## src/rtl/tdm_demux_1x8_pkg.sv

```systemverilog
`default_nettype none
// ============================================================================
// Module   : tdm_demux_1x8_pkg
// Purpose  : Shared constants and types for the 8-slot TDM link. Both the
//            receive-side demux and the transmit-side framer use them.
// Revision : 1.0 - initial release
// ============================================================================
package tdm_demux_1x8_pkg;

   // Bits per channel word
   localparam int WIDTH = 4;
   // Channels per frame. This value is fixed, so the slot index is 3 bits.
   localparam int N_CH  = 8;

   // Index of a slot within a frame
   typedef logic [2:0] slot_t;

   // Frame alignment state
   typedef enum logic [0:0] {
      HUNT = 1'b0,
      RECV = 1'b1
   } state_t;

endpackage : tdm_demux_1x8_pkg
`default_nettype wire

```

## src/rtl/tdm_demux_1x8.sv

```systemverilog
`default_nettype none
// ============================================================================
// Module   : tdm_demux_1x8
// Purpose  : Splits a time-multiplexed 4-bit word stream back onto eight
//            parallel channels. Words 0..6 of a frame are collected in a
//            staging bank. When word 7 arrives, the staged words and word 7
//            go to o0..o7 on the same clock edge.
// Revision : 1.0 - initial release
// ============================================================================
module tdm_demux_1x8
   import tdm_demux_1x8_pkg::*;
#(
   parameter int WIDTH = tdm_demux_1x8_pkg::WIDTH
) (
   input  logic             clk,
   input  logic             rst_n,
   input  logic [WIDTH-1:0] din,
   input  logic             din_valid,
   input  logic             sof,
   output logic [WIDTH-1:0] o0,
   output logic [WIDTH-1:0] o1,
   output logic [WIDTH-1:0] o2,
   output logic [WIDTH-1:0] o3,
   output logic [WIDTH-1:0] o4,
   output logic [WIDTH-1:0] o5,
   output logic [WIDTH-1:0] o6,
   output logic [WIDTH-1:0] o7,
   output logic             frame_valid,
   output logic             locked,
   output logic             sync_err,
   output slot_t            slot
);

   // The slot index of the last word of a frame
   localparam slot_t c_LAST_SLOT = slot_t'(N_CH - 1);

   state_t           r_state;
   // Only slots 0..6 are staged. The last word goes straight to o7.
   logic [WIDTH-1:0] r_staging [N_CH-1];

   // Frame alignment FSM. It also drives the slot counter, the staging bank
   // and the registered outputs.
   always_ff @(posedge clk or negedge rst_n) begin
      if (!rst_n) begin
         r_state     <= HUNT;
         slot        <= '0;
         locked      <= 1'b0;
         frame_valid <= 1'b0;
         sync_err    <= 1'b0;
         o0 <= '0; o1 <= '0; o2 <= '0; o3 <= '0;
         o4 <= '0; o5 <= '0; o6 <= '0; o7 <= '0;
         for (int i = 0; i < N_CH - 1; i++) begin
            r_staging[i] <= '0;
         end
      end else begin
         // frame_valid and sync_err are single-cycle pulses
         frame_valid <= 1'b0;
         sync_err    <= 1'b0;
         case (r_state)
            HUNT: begin
               if (din_valid) begin
                  if (sof) begin
                     r_staging[0] <= din;
                     slot         <= slot_t'(1);
                     r_state      <= RECV;
                  end else if (locked) begin
                     // A good frame was not followed by sof: alignment is lost
                     sync_err <= 1'b1;
                     locked   <= 1'b0;
                  end
               end
            end
            RECV: begin
               if (din_valid) begin
                  if (sof) begin
                     // Truncated frame. This word restarts the frame at slot 0.
                     sync_err     <= 1'b1;
                     locked       <= 1'b0;
                     r_staging[0] <= din;
                     slot         <= slot_t'(1);
                  end else if (slot == c_LAST_SLOT) begin
                     o0 <= r_staging[0];
                     o1 <= r_staging[1];
                     o2 <= r_staging[2];
                     o3 <= r_staging[3];
                     o4 <= r_staging[4];
                     o5 <= r_staging[5];
                     o6 <= r_staging[6];
                     o7 <= din;
                     frame_valid <= 1'b1;
                     locked      <= 1'b1;
                     slot        <= '0;
                     r_state     <= HUNT;
                  end else begin
                     r_staging[slot] <= din;
                     slot            <= slot + slot_t'(1);
                  end
               end
            end
            default: begin
               r_state <= HUNT;
               slot    <= '0;
            end
         endcase
      end
   end

endmodule : tdm_demux_1x8
`default_nettype wire

```

## config.mk

```make
export PLATFORM = sky130hd
export DESIGN_NAME = tdm_demux_1x8
export DESIGN_NICKNAME = d
export VERILOG_FILES = /design/src/rtl/tdm_demux_1x8_pkg.sv /design/src/rtl/tdm_demux_1x8.sv
export SDC_FILE = /design/constraint.sdc
export NUM_CORES = 1
export LEC_CHECK = 0
export BUFFER_PORTS_ARGS = -buffer_cell sky130_fd_sc_hd__clkbuf_2
export CORE_ASPECT_RATIO = 0.75
export CORE_UTILIZATION = 49
export CTS_BUF_LIST = sky130_fd_sc_hd__clkbuf_8 sky130_fd_sc_hd__clkbuf_16
export DETAILED_ROUTE_END_ITERATION = 16
export PLACE_DENSITY = 0.73
export SYNTH_ARGS = -nofsm -noshare
export SYNTH_HDL_FRONTEND = slang
export SYNTH_SLANG_ARGS = --single-unit
```

## constraint.sdc

```tcl
create_clock -name clk -period 1.9 [get_ports clk]
set_input_delay 0.38 -clock clk [delete_from_list [all_inputs] [get_ports clk]]
set_output_delay 0.38 -clock clk [all_outputs]
set_load 0.005 [all_outputs]
```

After elaboration in Yosys (flattened, before gate mapping)
Index checks and enable logic that the tools add are counted.
Widths: inputs -> output; s select.
{ "word_totals": {"ff_bits": 67, "in_bits": 8, "out_inout_bits": 38, "elab_cells": 76} }
{ "classes": {"n_addsub": 1, "order_cmp": 2, "n_eq_ne": 7, "muxes": 36, "bitwise_logic": 4, "n_reduce_logical": 6} }
{ "ops": {"columns": ["op", "n"], "rows": [
  ["$mux 28", 2],
  ["$bwmux 28", 1],
  ["$mux 24", 1],
  ["$mux 1", 17],
  ["$mux 4", 4],
  ["$reduce_and 4->1", 4],
  ["$mux 3", 5],
  ["$demux 4 s3", 1],
  ["$ne 2x2->1 const B", 4],
  ["$pmux 4 s2", 1],
  ["$pmux 1 s2", 3],
  ["$pmux 3 s2", 1],
  ["$ge 4x4->1 const B", 1],
  ["$lt 4x1->1 const B", 1],
  ["$not 3->4", 1],
  ["$add 3x1->3 const B", 1],
  ["$eq 3x3->1 const B", 1],
  ["$ne 3x2->1 const B", 1],
  ["$ne 3x3->1 const B", 1],
  ["$not 1->1", 3],
  ["$reduce_and 3->1", 1],
  ["$logic_and 1x1->1", 1]
]} }

Longest topological paths before layout
{ "depth": {"word_depth": 10, "depth_mapped": 5, "ltp_nobuf": 5} }

Worst setup path after synthesis
No wires, ideal clock.
{ "synth_timing": {"path_type": "register to register", "startpoint": "reg slot[1]", "endpoint": "reg r_staging[16] (netlist name)", "setup_ns": 0.125, "arrival_ns": 1.926, "required_time_ns": 1.775, "path_slack_ns": -0.151, "path_stages_with_launch": 6, "n_path_buf": 0, "period_less_slack_ns": 2.051, "path_cell_list": "dfrtp_1 > ha_1 > ha_1 > or3_4 > nor4b_4 > mux2_2"} }
{ "synth_via": {"elab_chain_len": 6, "word_cells_on_any_way": 10, "classes_between": "order compare (2); eq/ne (1); mux (3); bitwise (2); reduce/logical (2)"} }
{ "synth_lines": {"columns": ["element", "line_no", "text"], "rows": [
  ["start, declared", "tdm_demux_1x8.sv:31", "output slot_t slot"],
  ["start signal, assigned", "tdm_demux_1x8.sv:64", "slot <= slot_t'(1);"],
  ["start signal, assigned", "tdm_demux_1x8.sv:80", "slot <= slot_t'(1);"],
  ["start signal, assigned", "tdm_demux_1x8.sv:96", "slot <= slot + slot_t'(1);"],
  ["$not 3->4 (implied by the code)", "tdm_demux_1x8.sv:95", "r_staging[slot] <= din;"],
  ["$ge 4x4->1 (implied by the code) or $lt 4x1->1 (tied branches)", "tdm_demux_1x8.sv:95", null],
  ["$logic_and 1x1->1 (implied by the code)", "tdm_demux_1x8.sv:95", null],
  ["$mux 4 (implied by the code)", "tdm_demux_1x8.sv:95", null],
  ["$demux 4 s3", "tdm_demux_1x8.sv:95", null],
  ["$bwmux 28", "tdm_demux_1x8.sv:95", null],
  ["end signal, assigned by index", "tdm_demux_1x8.sv:95", null],
  ["end, declared", "tdm_demux_1x8.sv:39", "logic [WIDTH-1:0] r_staging [N_CH-1];"]
]} }
Several ways; a longest one is shown, not always the timed one.
A chain may end at the register's enable or synchronous reset.

Worst setup path after layout
{ "layout_timing": {"startpoint": "reg slot[1]", "endpoint": "reg r_staging[18] (netlist name)"} }
Same word-level chain as after synthesis.

==> summary.md <==
The run finished, with violations left. The checks that failed: setup timing. The largest fanout of any net on the critical path works out to 4. CTS saw 67 sinks. The run gives 1670 as the via count of the first global-routing pass. 0 antenna diodes ended up in the layout. For the count of hold-fix buffers inserted at cts, the log shows 0. The synthesized-area fraction occupied by ao, oa, aoi and oai cells was 3.160%; the clock-pin slew on the worst setup and hold paths was 0.07 ns.

The overall die width was 86.96 um; the total power per unit cell area was 1127 nW/um^2. Instance area at placement: 3053 sq um. Of the total power, registers draw 52.0%. For the maximum clock frequency, the log shows 0.5172 GHz. The tightest min-delay check is of the input pin to async pin type.

The wire length per cell is 16.07 um, and the reg-to-reg setup timing slack is -0.03 ns. Max-cap violations in this run came to 0. The logs give -0.03336 ns for the worst setup slack after layout and 4 for the iteration count of the initial detailed-routing pass. For this run the aggregate overflow at the end of global routing stands at 0. Measured against the total synthesized area, the mux share comes to 25.47%.

The floorplan has 22 rows. In the layout the commonest cells are 66 x sky130_fd_sc_hd__dfrtp_1, 55 x sky130_fd_sc_hd__mux2_2, 45 x sky130_fd_sc_hd__clkbuf_2, 9 x sky130_fd_sc_hd__clkbuf_8, 9 x sky130_fd_sc_hd__buf_4. After technology mapping, the gate count stands at 168. STA classifies the critical path startpoint as a register.

Net switching is 25.73% of the power. Data on the critical path arrives at its endpoint at 2.16 ns. Final critical-path required period: 1.933 ns. The wire-length estimate of the detail-placed layout is 3426 um. The biggest area contributor in the post-synthesis netlist is sky130_fd_sc_hd__dfrtp_1.

Final count of hold timing violations: 0. At the pin with the least slew margin, the transition time is 0.3471 ns. In the final layout, the share of cells above drive strength 1 is 60.26%. The initial core utilization is 52.66%, and the number of antenna violations at the first check in global routing is 0. The net count of the finished layout is 239.

The combinational group share of total power was 17.5%; the number of vias per cell was 5.196. The XOR/XNOR share of the synthesized area came out at 0%. Summed over all nets, the switching power comes to 0.0009502 W. Setup violations remaining at the end of the flow were counted as 7. The finished layout cell area was 3276 sq um; the fraction of the mapped netlist area in adder cells was 0.9434%.

The static power due to leakage is 1.709 nW, and the total routing usage reported by global routing is 20.48%. For the core footprint, the log shows 5037 sq um. The final clock period utilization by the worst path works out to 101.8%.

The remaining antenna violation count after routing was 0. Yosys attributes the largest share of cell area to sky130_fd_sc_hd__dfrtp_1 63%, sky130_fd_sc_hd__mux2_2 25%, sky130_fd_sc_hd__nand2_1 1.1%. After layout, the design draws a total of 0.003692 W. For this block, the initial DRC count from the detailed router was 73. Clock tree synthesis selected as its root buffer the cell sky130_fd_sc_hd__clkbuf_8. The final layout contains routed wiring with a total length of 4917 um. After synthesis, the largest family of logic cells by area is multiplexers. The global-route wire length before repair came out at 8404 um. Number of warning messages in the yosys log: 0. The most common cell after layout, fill and taps aside is sky130_fd_sc_hd__dfrtp_1. The pre-CTS worst setup slack is -0.1097 ns, and the number of vias in the routed layout is 1590. TritonCTS built the clock tree.

The later pin in the worst-skew pair is clocked with a latency of 0.34 ns. The number of nets produced by synthesis was 178; the die outline area was 5715 sq um. The critical path is of the register to register type. Count of input and output buffers: 45.

The endpoint identified for the worst register-to-register timing path is r_staging[18]. Setup repair after global routing could not meet its margin everywhere. Synthesis inferred 67 register bits.

For the final database, setup skew stands at 0.005845 ns. The filler cells instantiated in the layout total 384. The internal power of the cells totals 0.002742 W. Entering global routing, the biggest net connects 68 pins. The worst-case IR drop observed on VDD is 0.6726 mV.

Headroom to the max-slew limit came out at 76.86%. Summing the areas of all and, or, nand and nor instances in the mapped netlist gives 5.519% of the synthesized area. The tightest hold path in the finished design has a slack of 0.04656 ns. For the critical path required time, the log shows 2.13 ns. The synthesized design devotes to its leading area cell type 63.21% of total area.

Summing the sequential cell areas from Yosys gives 63.21% of the chip area. From synthesis to final layout, the design area changed by 23.49%. The run gives 46 as the I/O pin total. Proportion of power drawn by the clock network: 30.5%. The critical register-to-register path startpoint is slot[1]. The clock passes through at most 2 buffers.

Count of distinct cell types in the synthesized netlist: 26. The H-tree generated during clock tree synthesis spans 3 levels. In this run the vertical extent of the chip is 65.72 um. For the final weighted congestion in routability-driven placement, the log shows 0.8439. In the routed design, unresolved DRC markers number 0. Clock tree synthesis inserted a total of 9 buffers. The cell depth of the worst flop-to-flop path is 6, and the final number of max-transition violations is 0.

A synthesized cell averages 15.79 sq um. The cell area after technology mapping came out at 2653 sq um. The endpoint type of the worst setup path was a register.
## layout make-up
class | instances | area [sq um] | share of cell area (%)
clock inverters | 7 | 68.82 | 2.101
multi-input cells | 93 | 974.7 | 29.76
flip-flops and latches | 67 | 1678 | 51.22
repair buffers | 56 | 332.8 | 10.16
well taps | 72 | 90.09 | 2.750
clock buffers | 9 | 123.9 | 3.782
inverters | 2 | 7.507 | 0.2292
## cell usage after synthesis
cell,instances
sky130_fd_sc_hd__a22o_2,1
sky130_fd_sc_hd__inv_1,2
sky130_fd_sc_hd__o21ai_0,2
sky130_fd_sc_hd__a21boi_0,1
sky130_fd_sc_hd__nor2b_1,1
sky130_fd_sc_hd__nand2_1,8
sky130_fd_sc_hd__nand2b_1,1
sky130_fd_sc_hd__dfrtp_1,67
sky130_fd_sc_hd__nor4b_4,1
sky130_fd_sc_hd__o31ai_4,1
sky130_fd_sc_hd__mux2_2,60
sky130_fd_sc_hd__nand3_1,2
sky130_fd_sc_hd__and3b_1,1
sky130_fd_sc_hd__nand2_2,1
sky130_fd_sc_hd__a21o_1,1
sky130_fd_sc_hd__nor3b_1,1
sky130_fd_sc_hd__or3_4,1
sky130_fd_sc_hd__buf_2,3
sky130_fd_sc_hd__nor2_1,2
sky130_fd_sc_hd__and4bb_2,1
sky130_fd_sc_hd__ha_1,2
sky130_fd_sc_hd__and4b_1,1
sky130_fd_sc_hd__buf_4,3
sky130_fd_sc_hd__nand4_1,1
sky130_fd_sc_hd__a22o_1,2
sky130_fd_sc_hd__a32o_1,1
## registers in the layout, summed over array words and instances, names as in the netlist
| register | flops |
|---|---|
| slot | 3 |
| frame_valid | 1 |
| o3 | 4 |
| o6 | 4 |
| o7 | 4 |
| r_state | 1 |
| o4 | 4 |
| o1 | 4 |
| o0 | 4 |
| sync_err | 1 |
| r_staging | 28 |
| locked | 1 |
| o5 | 4 |
| o2 | 4 |
## power groups by stage
stage	combinational (W)	clock [W]	sequential, W
floorplan	0.000380	0	0.00191
global placement	0.000594	0	0.00192
detailed placement	0.000628	0	0.00195
CTS	0.000652	0.00116	0.00192
global route	0.000714	0.00124	0.00196
finish	0.000644	0.00113	0.00192
## cell families after synthesis
kind of cell / Yosys count
flops: 67
mux: 60
simple gates: 22
compound gates: 9
buf+inv: 8
fa+ha+maj: 2
## routing by layer
| metal | vias up | global-route usage (%) | routed length [um] |
|---|---|---|---|
| met5 | - | 0 | 0 |
| met4 | 0 | 9.167 | 106 |
| met3 | 13 | 6.658 | 236 |
| met2 | 40 | 32.78 | 2401 |
| met1 | 812 | 25.46 | 2173 |
| li1 | 725 | - | - |
## repair_timing
| item | CTS | global route |
|---|---|---|
| endpoints found under the setup margin | 8 | 12 |
| pin swaps | 1 | 1 |
| setup buffers | 1 | 1 |
| resized for setup | 3 | 1 |
## through the flow
stage                     setup TNS (ns)  utilization [%]  std cells
after floorplan                  -0.4492                -        168
after global placement           -0.1853            60.61        288
after detailed placement         -0.3540            60.61        288
after CTS                       -0.02681            64.80        305
after global routing             -0.3956            65.03        306
final                            -0.1905            65.03        306
## critical path: stages, from the launching register on
cell and delay [ns]:
sky130_fd_sc_hd__dfrtp_2 0.43, sky130_fd_sc_hd__ha_4 0.17, sky130_fd_sc_hd__ha_4 0.15, sky130_fd_sc_hd__or3_4 0.36
sky130_fd_sc_hd__nor4b_4 0.23, sky130_fd_sc_hd__buf_4 0.19, sky130_fd_sc_hd__mux2_4 0.30
## worst max path at each step
stage / end / cells after the start / startpoint
2_1_floorplan: r_staging[16] / 5 / slot[1]
3_3_place_gp: r_staging[16] / 5 / slot[1]
3_5_place_dp: r_staging[18] / 5 / slot[1]
4_1_cts: r_staging[24] / 5 / slot[1]
5_1_grt: r_staging[16] / 6 / slot[1]
6_report: r_staging[18] / 6 / slot[1]
No activity file was read; power rests on OpenSTA's default activity.
